### src/rtl/cavlc_pkg.sv
// Shared CAVLC definitions: count limits, code-word field positions, request/beat payloads
// and the TotalCoeff/TotalZeros classification used by the total_zeros scheduler.
package cavlc_pkg;

    localparam int unsigned TC_MAX    = 16;
    localparam int unsigned TZ_ADDR_W = 4;
    localparam int unsigned VAL_MSB   = 6;
    localparam int unsigned LEN_MSB   = 3;
    localparam int unsigned CNT_W     = 5;
    localparam int unsigned BITS_W    = 9;
    localparam int unsigned REQ_TAG_W = 4;

    typedef enum logic [1:0] {
        CLS_SKIP,
        CLS_ILLEGAL,
        CLS_LEGAL
    } tz_class_e;

    typedef struct packed {
        logic [CNT_W-1:0]     tc;
        logic [CNT_W-1:0]     tz;
        logic [REQ_TAG_W-1:0] tag;
    } tz_req_t;

    typedef struct packed {
        logic [BITS_W-1:0]    bits;
        logic [LEN_MSB:0]     len;
        logic                 src;
        logic [REQ_TAG_W-1:0] tag;
    } tz_beat_t;

    // Blocks with no coefficients or all coefficients nonzero carry no total_zeros code.
    function automatic tz_class_e classify(input logic [CNT_W-1:0] tc, input logic [CNT_W-1:0] tz);
        if (tc == '0 || tc == CNT_W'(TC_MAX)) begin
            return CLS_SKIP;
        end
        if (tc > CNT_W'(TC_MAX) || tz > CNT_W'(TC_MAX) || tz > (CNT_W'(TC_MAX) - tc)) begin
            return CLS_ILLEGAL;
        end
        return CLS_LEGAL;
    endfunction

    function automatic logic [2*TZ_ADDR_W-1:0] rom_index(input logic [CNT_W-1:0] tc,
                                                         input logic [CNT_W-1:0] tz);
        logic [CNT_W-1:0] tcm1;
        tcm1 = tc - CNT_W'(1);
        return {tcm1[TZ_ADDR_W-1:0], tz[TZ_ADDR_W-1:0]};
    endfunction

endpackage

### src/rtl/rr_arb2.sv
// Two-way round-robin arbiter; after a grant the pointer moves to the other requester.
module rr_arb2 (
    input  logic       clk,
    input  logic       rst,
    input  logic [1:0] req,
    input  logic       en,
    output logic [1:0] gnt_c
);

    logic ptr;

    always_comb begin
        gnt_c = 2'b00;
        if (en) begin
            if (&req) begin
                gnt_c[ptr] = 1'b1;
            end else begin
                gnt_c = req;
            end
        end
    end

    // Every grant is a completed handshake, so the pointer follows grants directly.
    always_ff @(posedge clk) begin
        if (rst) begin
            ptr <= 1'b0;
        end else if (|gnt_c) begin
            ptr <= ~gnt_c[1];
        end
    end

endmodule

### src/rtl/total_zeros_sched.sv
// Shares one Total_Zeros_Enc ROM between two CAVLC lanes: stage A registers the ROM
// address, stage B registers the returned {code, length} as the output beat.
module total_zeros_sched
    import cavlc_pkg::*;
#(
    parameter int unsigned aWIDTH   = 8,
    parameter int unsigned tzcWIDTH = 7,
    parameter int unsigned TAG_W    = 4
) (
    input  logic                  clk,
    input  logic                  rst,
    input  logic [1:0]            req_valid,
    output logic [1:0]            req_ready,
    input  logic [1:0][CNT_W-1:0] req_tc,
    input  logic [1:0][CNT_W-1:0] req_tz,
    input  logic [1:0][TAG_W-1:0] req_tag,
    output logic [aWIDTH-1:0]     rom_addr,
    input  logic [tzcWIDTH-1:0]   rom_code,
    output logic                  out_valid,
    input  logic                  out_ready,
    output logic [BITS_W-1:0]     out_bits,
    output logic [LEN_MSB:0]      out_len,
    output logic                  out_src,
    output logic [TAG_W-1:0]      out_tag,
    output logic                  err_pulse
);

    logic [1:0]           gnt;
    logic                 acc;
    logic                 acc_src;
    tz_req_t              sel;
    tz_class_e            cls;
    logic                 b_adv;
    logic                 a_free;
    logic                 a_valid;
    logic [aWIDTH-1:0]    a_addr;
    logic                 a_src;
    logic [REQ_TAG_W-1:0] a_tag;
    tz_beat_t             b_q;

    assign b_adv  = !out_valid || out_ready;
    assign a_free = !a_valid || b_adv;

    rr_arb2 u_arb (
        .clk   (clk),
        .rst   (rst),
        .req   (req_valid),
        .en    (a_free && !rst),
        .gnt_c (gnt)
    );

    assign req_ready = gnt;

    // Mux the granted request and classify it.
    always_comb begin
        acc     = |gnt;
        acc_src = gnt[1];
        sel.tc  = req_tc[acc_src];
        sel.tz  = req_tz[acc_src];
        sel.tag = REQ_TAG_W'(req_tag[acc_src]);
        cls     = classify(sel.tc, sel.tz);
    end

    always_ff @(posedge clk) begin
        if (rst) begin
            a_valid   <= 1'b0;
            a_addr    <= '0;
            a_src     <= 1'b0;
            a_tag     <= '0;
            out_valid <= 1'b0;
            b_q       <= '0;
            err_pulse <= 1'b0;
        end else begin
            err_pulse <= acc && (cls == CLS_ILLEGAL);
            if (a_free) begin
                a_valid <= acc && (cls == CLS_LEGAL);
                if (acc && (cls == CLS_LEGAL)) begin
                    a_addr <= aWIDTH'(rom_index(sel.tc, sel.tz));
                    a_src  <= acc_src;
                    a_tag  <= sel.tag;
                end
            end
            // Stage B samples the combinational ROM word addressed by stage A.
            if (b_adv) begin
                out_valid <= a_valid;
                if (a_valid) begin
                    b_q.bits <= BITS_W'(rom_code[VAL_MSB:LEN_MSB+1]);
                    b_q.len  <= rom_code[LEN_MSB:0];
                    b_q.src  <= a_src;
                    b_q.tag  <= a_tag;
                end
            end
        end
    end

    assign rom_addr = a_addr;
    assign out_bits = b_q.bits;
    assign out_len  = b_q.len;
    assign out_src  = b_q.src;
    assign out_tag  = TAG_W'(b_q.tag);

endmodule

### config.mk
export PLATFORM = sky130hd
export DESIGN_NAME = total_zeros_sched
export DESIGN_NICKNAME = d
export VERILOG_FILES = /design/src/rtl/cavlc_pkg.sv /design/src/rtl/rr_arb2.sv /design/src/rtl/total_zeros_sched.sv
export SDC_FILE = /design/constraint.sdc
export NUM_CORES = 1
export LEC_CHECK = 0
export ABC_CLOCK_PERIOD_IN_PS = 11500
export CAP_MARGIN = 15
export CORE_ASPECT_RATIO = 0.75
export CORE_MARGIN = 2
export CORE_UTILIZATION = 25
export DETAILED_ROUTE_END_ITERATION = 12
export GPL_ROUTABILITY_DRIVEN = 0
export HOLD_SLACK_MARGIN = 0.05
export PLACE_DENSITY = 0.61
export SLEW_MARGIN = 0
export SYNTH_ARGS = -nofsm -noshare
export SYNTH_HDL_FRONTEND = slang
export SYNTH_SLANG_ARGS = --single-unit
### constraint.sdc
create_clock -name clk -period 11.5 [get_ports clk]
set_clock_uncertainty 0.05 [all_clocks]
set_input_delay 2.875 -clock clk [delete_from_list [all_inputs] [get_ports clk]]
set_output_delay 2.875 -clock clk [all_outputs]
set_load 0.005 [all_outputs]
Yosys cells after proc, flatten, opt, wreduce, memory -nomap -nowiden
Index checks and enable logic that the tools add are counted.
{"block": "op_classes", "addsub": 2, "magnitude_cmp": 6, "eq_ne": 3, "n_mux": 17, "bitwise": 1, "reduce_logical": 17}
{"op": "$mux W5", "n": 4}
{"op": "$mux W2", "n": 6}
{"op": "$gt A5 B5 Y1 const B", "n": 2}
{"op": "$mux W4", "n": 2}
{"op": "$reduce_and A2 Y1", "n": 3}
{"op": "$eq A5 B5 Y1 const B", "n": 1}
{"op": "$gt A5 B5 Y1", "n": 1}
{"op": "$logic_not A5 Y1", "n": 1}
{"op": "$logic_or A1 B1 Y1", "n": 5}
{"op": "$sub A5 B5 Y5 const A", "n": 1}
{"op": "$logic_and A1 B1 Y1", "n": 4}
{"op": "$lt A1 B2 Y1 const B", "n": 2}
{"op": "$mux W1", "n": 4}
{"op": "$sub A4 B1 Y4 const B", "n": 1}
{"op": "$logic_not A1 Y1", "n": 3}
{"op": "$eq A2 B1 Y1 const B", "n": 1}
{"op": "$eq A2 B2 Y1 const B", "n": 1}
{"op": "$reduce_or A2 Y1", "n": 1}
{"op": "$demux W1 S1", "n": 1}
{"op": "$ge A1 B1 Y1 const B", "n": 1}
{"op": "$not A1 Y1", "n": 1}
{"block": "totals", "ff_bits": 29, "out_inout_bits": 30, "word_cells": 57}

Logic depth before layout (Yosys ltp)
{"block": "logic_depth", "ltp_word": 18, "depth_mapped": 14}

Cells and area by module
A second synthesis with hierarchy kept.
{"block": "hier_totals", "hier_cells": 172, "hier_area_um2": 1592.8}
{"mod": "total_zeros_sched", "instances": 1, "cells_each": 164, "area_per_inst_um2": 1537.7, "seq_area_each_um2": 560.5}
{"mod": "rr_arb2", "instances": 1, "cells_each": 8, "area_per_inst_um2": 55.1, "seq_area_each_um2": 20.0}

Worst setup path after synthesis
OpenSTA, ideal clock, no wires.
{"block": "synth_path", "kind": "input port to output port", "from": "input out_ready", "to": "output req_ready[1]", "arrival_time_ns": 3.599, "slack_ns": 4.976, "path_stages": 4, "cell_sequence": "nand3b_1 > nand4b_1 > buf_1 > inv_1"}
{"block": "synth_between", "elab_chain_len": 4}
{"element": "start, declared", "line": "total_zeros_sched.sv:20", "rtl": "input logic out_ready,"}
{"element": "$logic_or A1 B1 Y1", "line": "total_zeros_sched.sv:41", "rtl": "assign b_adv = !out_valid || out_ready;"}
{"element": "$logic_or A1 B1 Y1", "line": "total_zeros_sched.sv:42", "rtl": "assign a_free = !a_valid || b_adv;"}
{"element": "$logic_and A1 B1 Y1", "line": "total_zeros_sched.sv:48", "rtl": ".en (a_free && !rst),"}
{"element": "$mux W2", "line": "rr_arb2.sv:14", "rtl": "if (en) begin"}
{"element": "end, declared", "line": "total_zeros_sched.sv:13", "rtl": "output logic [1:0] req_ready,"}
No other way between the ends.

Worst setup path after layout
{"block": "layout_path", "from": "input rst", "to": "output req_ready[1]"}
{"block": "layout_between", "elab_chain_len": 3}
{"element": "start, declared", "line": "total_zeros_sched.sv:11", "rtl": "input logic rst,"}
{"element": "$logic_not A1 Y1", "line": "total_zeros_sched.sv:48"}
{"element": "$logic_and A1 B1 Y1", "line": "total_zeros_sched.sv:48"}
{"element": "$mux W2", "line": "rr_arb2.sv:14"}
No other way between the ends.

==> flow_summary.toml <==
[routing]
wire_per_inst_um = 12.23
ant_nets = 0
drt-total-wl_mm = 3.779
drc = 0
avgViaCountPerCell = 4.265
first_pass_iters = 4
via_count = 1318
drt_iter0_drc = 13

[pwr]
seq_power_share = 0.374
p_int_mw = 0.2237
p_leak_nw = 1.098
p_sw_mw = 0.06372
combPwrFrac = 0.191
swShare = 0.2217
power_density_nw_per_um2 = 117.8
peakVddDrop_mv = 0.04776
p_clk_frac = 0.435

[sta]
slew_violations = 0
fin_crit_ps = 7988
tightest_slew_ps = 1008
tns_ps = 0
hold_viol_final = 0
rsz0062_at_grt = "no"
finalSetupViolations = 0
fin_ws_ps = 3512
post-route-period-util = 0.6946
fmax_mhz = 125.2
slew_headroom = 0.3260

[floorplan]
start_util = 0.2589
dieHeight_um = 73.88
io_pins = 70
die_w_um = 97.18
rows = 25
die_area_um2 = 7179
coreArea_um2 = 6287

[clock_tree]
clock_path_buffers = 2
cts_max_level = 2
cts_sinks = 29
cts_resized = 0
cts_hold_buf = 0
post_cts_buffers = 0
cts_tree = "yes"
cts_buffers = 5
clock_latency_ps = 270
clkSlewWorstSetupHoldPaths_ps = 60
cts_root_buffer = "clkbuf_8"

[run]
drv_cap = 0

[yosys]
ys_seq_elements = 29
synth_top_flop_cell = "dfxtp_1"
synth_area_leaders = "dfxtp_1, mux2i_1, mux2_2"
synthMostInstantiatedCell = "dfxtp_1"
synthArstFlopShare = 0
avgSynthCellArea_um2 = 9.926
ys_seq_area_frac = 0.3566
synth.largest_area_cell = "dfxtp_1"
synth_top_area_share = 0.3566
synth.distinct_cells = 36
synthCells = 164
synth_edf_count = 0
yosysWarnings = 0
syn_area_um2 = 1628
yosys-top-cells-count = "dfxtp_1, mux2i_1, nor2_1, nand2b_1, mux2_2"

[layout]
synthToLayoutAreaGrowth_pct = 49.88
diodes = 0
num-nets-final = 274
drive_gt1_frac = 0.1184

[setup_path]
cp-end-kind = "primary output"
r2r_cells = 10
crit_cells = 5
slowest_delay_ps = 930
cp_slowest_cell = "clkdlybuf4s50_1"
r2r_setup_slack_ps = 8220
critPathRequiredTime_ps = 8580
crit_top_cell = "clkdlybuf4s50_1"
worst-path-buf-inv = 4
critPathArrivalTime_ps = 5060
cp_cell_sequence = "clkdlybuf4s50_1 -> nand4b_1 -> buf_4 -> inv_1 -> clkdlybuf4s50_1"
critPathTopFamily = "buffers and inverters"
critPathKind = "in2out"
start_kind = "primary input"
cp_max_fo = 31

[placed_design]
hpwlAfterDp_mm = 2.898
portBuffers = 63
place_ws_ps = 3475

[min_path]
holdCritPathClass = "reg2reg"
holdPathStages = 2

[grt]
grt.overflow.total = 0
grt_pass1_vias = 1264
grt_max_degree = 32
antenna_found_initial = 0
globalRouteTotalUtil = 0.1076
grt_pass1_wl_mm = 6.030

[run_status]
outcome = "complete, no violations"
through the flow:
stage | total power, mW | instance area, µm² | util | std cells | hold slack, ps
after global placement | 0.1642 | 2306 | 0.3668 | 301 | 414.1
after CTS | 0.2911 | 2440 | 0.3881 | 309 | 425.7
after global routing | 0.3007 | 2440 | 0.3881 | 309 | 459.8
after detailed placement | 0.1650 | 2306 | 0.3668 | 301 | 414.6
final | 0.2874 | 2440 | 0.3881 | 309 | 422.5
after floorplan | 0.1393 | 1647 | - | 169 | 392.7
cell families (layout without fill, tap and decap cells):
logic type	count (synthesis)	after routing	synth area share
adders and majority gates	7	7	0.05380
and+or+nand+nor	51	51	0.1922
DFF	29	29	0.3567
muxes	37	37	0.2437
AOI/OAI and AO/OA	18	18	0.07148
xor gates and xnor gates	4	4	0.02153
buffers and inverters	17	76	0.05841
other	1	6	0.002304
final timing paths:
kind / end / startpoint
setup / recovery: req_ready[1] / rst
hold / removal: u_arb.ptr / u_arb.ptr
setup reg to reg: rom_addr[6] / a_valid
hold reg to reg: u_arb.ptr / u_arb.ptr
worst reg2reg max path, delay by kind of cell (launching register included):
| kind | cells | cell delay (ps) |
|---|---|---|
| mux | 2 | 780 |
| compound gates | 3 | 780 |
| simple gates | 3 | 590 |
| flops | 1 | 370 |
| fa+ha+maj | 1 | 310 |
| buf+inv | 1 | 280 |
power by group through the flow:
stage | clock, mW | sequential, mW | combinational (mW)
2_1_floorplan | 0 | 0.109 | 0.0298
5_1_grt | 0.132 | 0.108 | 0.0606
3_5_place_dp | 0 | 0.110 | 0.0553
6_report | 0.125 | 0.107 | 0.0548
3_3_place_gp | 0 | 0.110 | 0.0544
4_1_cts | 0.128 | 0.108 | 0.0556
layer usage:
metal / global-route usage / vias up / routed length [µm]
met2: 0.1752 / 32 / 1716
li1: - / 687 / -
met4: 0.03286 / 0 / 23
met5: 0 / - / 0
met1: 0.1304 / 594 / 1777
met3: 0.04662 / 5 / 262
cells in the final DEF (no fill, tap or decap), types with 2 or more instances in the layout:
cell	n
bufinv_16	2
xor2_1	2
or4_1	2
ha_1	7
or4_4	2
a21oi_1	7
clkdlybuf4s50_1	63
dfxtp_1	29
nor2_1	20
nand2_1	2
clkbuf_8	5
mux2i_1	25
mux2_4	3
o21ai_0	2
a31oi_1	2
nor2b_1	6
o31ai_1	3
xnor2_1	2
inv_1	4
conb_1	6
mux2_2	9
nand2b_1	11
flip-flops by register name (all words and copies together), names as in the netlist:
| register | flops |
|---|---|
| rom_addr | 8 |
| a_tag | 4 |
| out_len | 4 |
| out_tag | 4 |
| out_bits | 3 |
| a_src | 1 |
| a_valid | 1 |
| err_pulse | 1 |
| out_src | 1 |
| out_valid | 1 |
| u_arb.ptr | 1 |
area by class of cell:
type                       count  area [µm²]
tap                           81       101.3
inverter                       4       15.01
multi-input combinational    123       970.9
timing repair buffer          64       638.1
sequential                    29       580.6
clock buffer                   5       68.82
fill                         627        3847
clock inverter                 3       65.06
Power figures use the tool's default switching activity.
==> patch 1 (same settings) <==
Make the reset (`rst`) asynchronous in 2 clocked blocks.
--- a/src/rtl/rr_arb2.sv
+++ b/src/rtl/rr_arb2.sv
@@ -22,5 +22,5 @@
 
     // Every grant is a completed handshake, so the pointer follows grants directly.
-    always_ff @(posedge clk) begin
+    always_ff @(posedge clk or posedge rst) begin
         if (rst) begin
             ptr <= 1'b0;
--- a/src/rtl/total_zeros_sched.sv
+++ b/src/rtl/total_zeros_sched.sv
@@ -62,5 +62,5 @@
     end
 
-    always_ff @(posedge clk) begin
+    always_ff @(posedge clk or posedge rst) begin
         if (rst) begin
             a_valid   <= 1'b0;
Behaviour: differs if rst is asserted again (counterexample within 4 cycles, from zero or initial values and one cycle with rst high); with rst held inactive, the same outputs for 10 cycles.
==> patch 1 against the unedited design <==
  * Final area is 1.8% higher
  * Non-clock buffer count is 1 higher
  * Synthesized area is 2.4% higher
  * Wire length is 1.7% lower
  * Sequential cell count stayed put
  * Setup slack better by 380 ps
  * Cell count is 7.8% lower
  * Sequential share of layout area is 5.4 points higher
Power is not compared: it rests on default switching activity, and its combinational part moved more than twofold at a synthesized area within 25%.
==> patch 1: results <==
[global_routing]
grt_pass1_wl_microns = 5750
grt_use_total = 0.102

[hold_path]
min_from = a_valid
min_path_cells = 1
whs_endpoint = out_valid

[placement]
place.port_buffers = 63
dpl-instance-area_sq_um = 2370
hpwl_microns = 2890
place_ws_ps = 3850

[finish]
final_net_count = 250
fillers = 625
multi_input_area_share = 0.350
largest_reg_flops = 8
buffers = 65
buf_share = 0.260
n_clock_buffer = 7
seq_area_sq_um = 726
inverters = 7
nMultiInputCombCells = 95
final_util = 0.389
clockNetworkAreaShare = 0.0468
drive_above_1_share = 0.240

[logic_synthesis]
synthAdderAreaFrac = 0.0526
synth-async-reset-ratio = 1.00
synth_common_cells = dfrtp_1, mux2_2, mux2_4
yosys.cell_types.count = 32
ys.flop_type = dfrtp_1
yosysTopAreaCellShare = 0.435
synth_seq_cells = 29
synth_area_leader_cell = dfrtp_1
yosys-top-cells-area = dfrtp_1, mux2_2, mux2_4
synth_compound_area_frac = 0.0646
synth_xor_area_frac = 0.0210
synth_mux_area_frac = 0.272
yosysSeqAreaShare = 0.435

[route]
wirelength_microns = 3720
drt_iter0_drc = 42
via_per_inst = 4.24
first_pass_iters = 3

[worst_setup_path]
cp.arrival_ps = 4690
r2r_start = out_valid
reg2reg_to = a_tag[0]
cp_max_fo = 31

[die]
die_w_microns = 98.3

[outcome]
status = completed

[clocking]
cts_root_buf = clkbuf_8
cts_buffers = 5

[power]
p_seq_frac = 0.379

[timing]
max_slew.worst_pin.slew_ps = 528
[patch 1: routing by layer]
| layer | part of all wire | up-vias | global-route usage |
|---|---|---|---|
| li1 | - | 612 | - |
| met1 | 0.49 | 554 | 0.137 |
| met2 | 0.42 | 36 | 0.147 |
| met3 | 0.076 | 6 | 0.0483 |
| met4 | 0.010 | 0 | 0.0320 |
| met5 | 0 | - | 0 |
[patch 1: worst max path at each step]
stage	from	endpoint	slack, ps
2_1_floorplan	rst	req_ready[1]	4250
3_3_place_gp	rst	req_ready[1]	3850
3_5_place_dp	rst	req_ready[1]	3850
4_1_cts	rst	req_ready[1]	3850
5_1_grt	rst	req_ready[0]	3680
6_report	rst	req_ready[1]	3890
[patch 1: stage by stage]
stage,hold WS [ps],instances
CTS,456,285
floorplan,407,141
global route,476,285
global placement,433,277
finish,453,285
detailed placement,438,277
[patch 1: worst max-delay path, stage by stage]
cell,delay (ps)
clkdlybuf4s50_1,400
inv_1,50
buf_4,350
o2111ai_2,160
buf_4,250
inv_1,100
clkdlybuf4s50_1,490
==> patch 2 (same flow settings) <==
Made on the original files. Set the package constant `TZ_ADDR_W` to 5 (it was 4).
--- a/src/rtl/cavlc_pkg.sv
+++ b/src/rtl/cavlc_pkg.sv
@@ -4,5 +4,5 @@
 
     localparam int unsigned TC_MAX    = 16;
-    localparam int unsigned TZ_ADDR_W = 4;
+    localparam int unsigned TZ_ADDR_W = 5;
     localparam int unsigned VAL_MSB   = 6;
     localparam int unsigned LEN_MSB   = 3;
Behaviour: not the same (Yosys sat finds a counterexample within 4 cycles, from zero or initial values and one cycle with rst high).
==> patch 2 against the unedited design <==
  * Hold slack improved by 6.6 ps
  * Synthesized area grew 0.85%
  * Sequential cell count unchanged
  * Total power fell by 13%
  * Setup slack lost 200 ps
  * Final area decreased by 1.4%
  * First-iteration DRC count increased to 8.8 times the old value
  * Wire length grew 15%
==> patch 2: results <==
[worst_setup_path]
rrSetupSlack_ps = 8180
cpMaxStageDelayCell = clkdlybuf4s50_1
critPathCapture = req_ready[1]
cp_max_fo = 30
cp.arrival_ps = 5270
worst_path_largest_cell_delay_ps = 970
ff2ff_path_depth = 11
critical_path_class = in -> out
reg2reg_to = rom_addr[3]

[global_routing]
grtUsageMet3 = 0.0395
grt_pass1_wl_microns = 7010
grt_use_total = 0.123
met1_usage = 0.166
grt_pass1_vias = 1451
grt_start_max_net_pins = 31
grtUsageMet2 = 0.183

[power]
intPower_w = 0.000181
leakage_nw = 1.02
total_power_w = 0.000251
power_leader = registers
pwr-share-clk = 0.320
peakVddDrop_mv = 0.0345

[timing]
max_slew.worst_pin.slew_ps = 1090
hold_slack_ps = 429
post-route-min-period_ps = 8190

[logic_synthesis]
yosys-top-cells-area = dfxtp_1, mux2i_1, ha_1
yosys.cell_types.count = 41
synth_common_cells = dfxtp_1, nor2_1, mux2i_1
synth_mux_area_frac = 0.191
synth_compound_area_frac = 0.140
syn_area_per_cell_sq_um = 9.54
synthAdderAreaFrac = 0.0534
yosysSeqAreaShare = 0.354
synth_xor_area_frac = 0.0213

[outcome]
status = completed

[placement]
dpl-instance-area_sq_um = 2320
hpwl_microns = 3310
post-place-cells = 309
place_ws_ps = 3320

[route]
wirelength_microns = 4330
wl_met3_microns = 249
drt_iter0_drc = 115
met1_length_microns = 2080
dr_wl_met2_microns = 1940
wl_per_cell_microns = 13.6
via_count = 1475

[finish]
final_net_count = 282
n_antenna_cell = 0
drive_above_1_share = 0.123
[patch 2: changes by cell type in the layout (fill, tap and decap cells not counted), sizes merged, moves of 2 or more]
| cell | before | now |
|---|---|---|
| nor4 | 0 | 2 |
| nand2b | 11 | 5 |
| bufinv | 2 | 0 |
| nor3 | 0 | 3 |
| a311oi | 0 | 4 |
| a31oi | 2 | 8 |
| mux2i | 25 | 17 |
| nand2 | 2 | 11 |
[patch 2: kinds of logic after synthesis]
family,count (synthesis)
xor gates and xnor gates,4
AOI/OAI and AO/OA,31
adders and majority gates,7
muxes,28
buffers and inverters,17
DFF,29
other,1
and+or+nand+nor,55
[patch 2: final cells by class]
cell class / instances / area (sq um)
repair buffers: 64 / 638
well taps: 81 / 101
clock inverters: 2 / 10.0
inverters: 4 / 15.0
flip-flops and latches: 29 / 581
fillers: 653 / 3910
multi-input cells: 131 / 988
clock buffers: 6 / 72.6
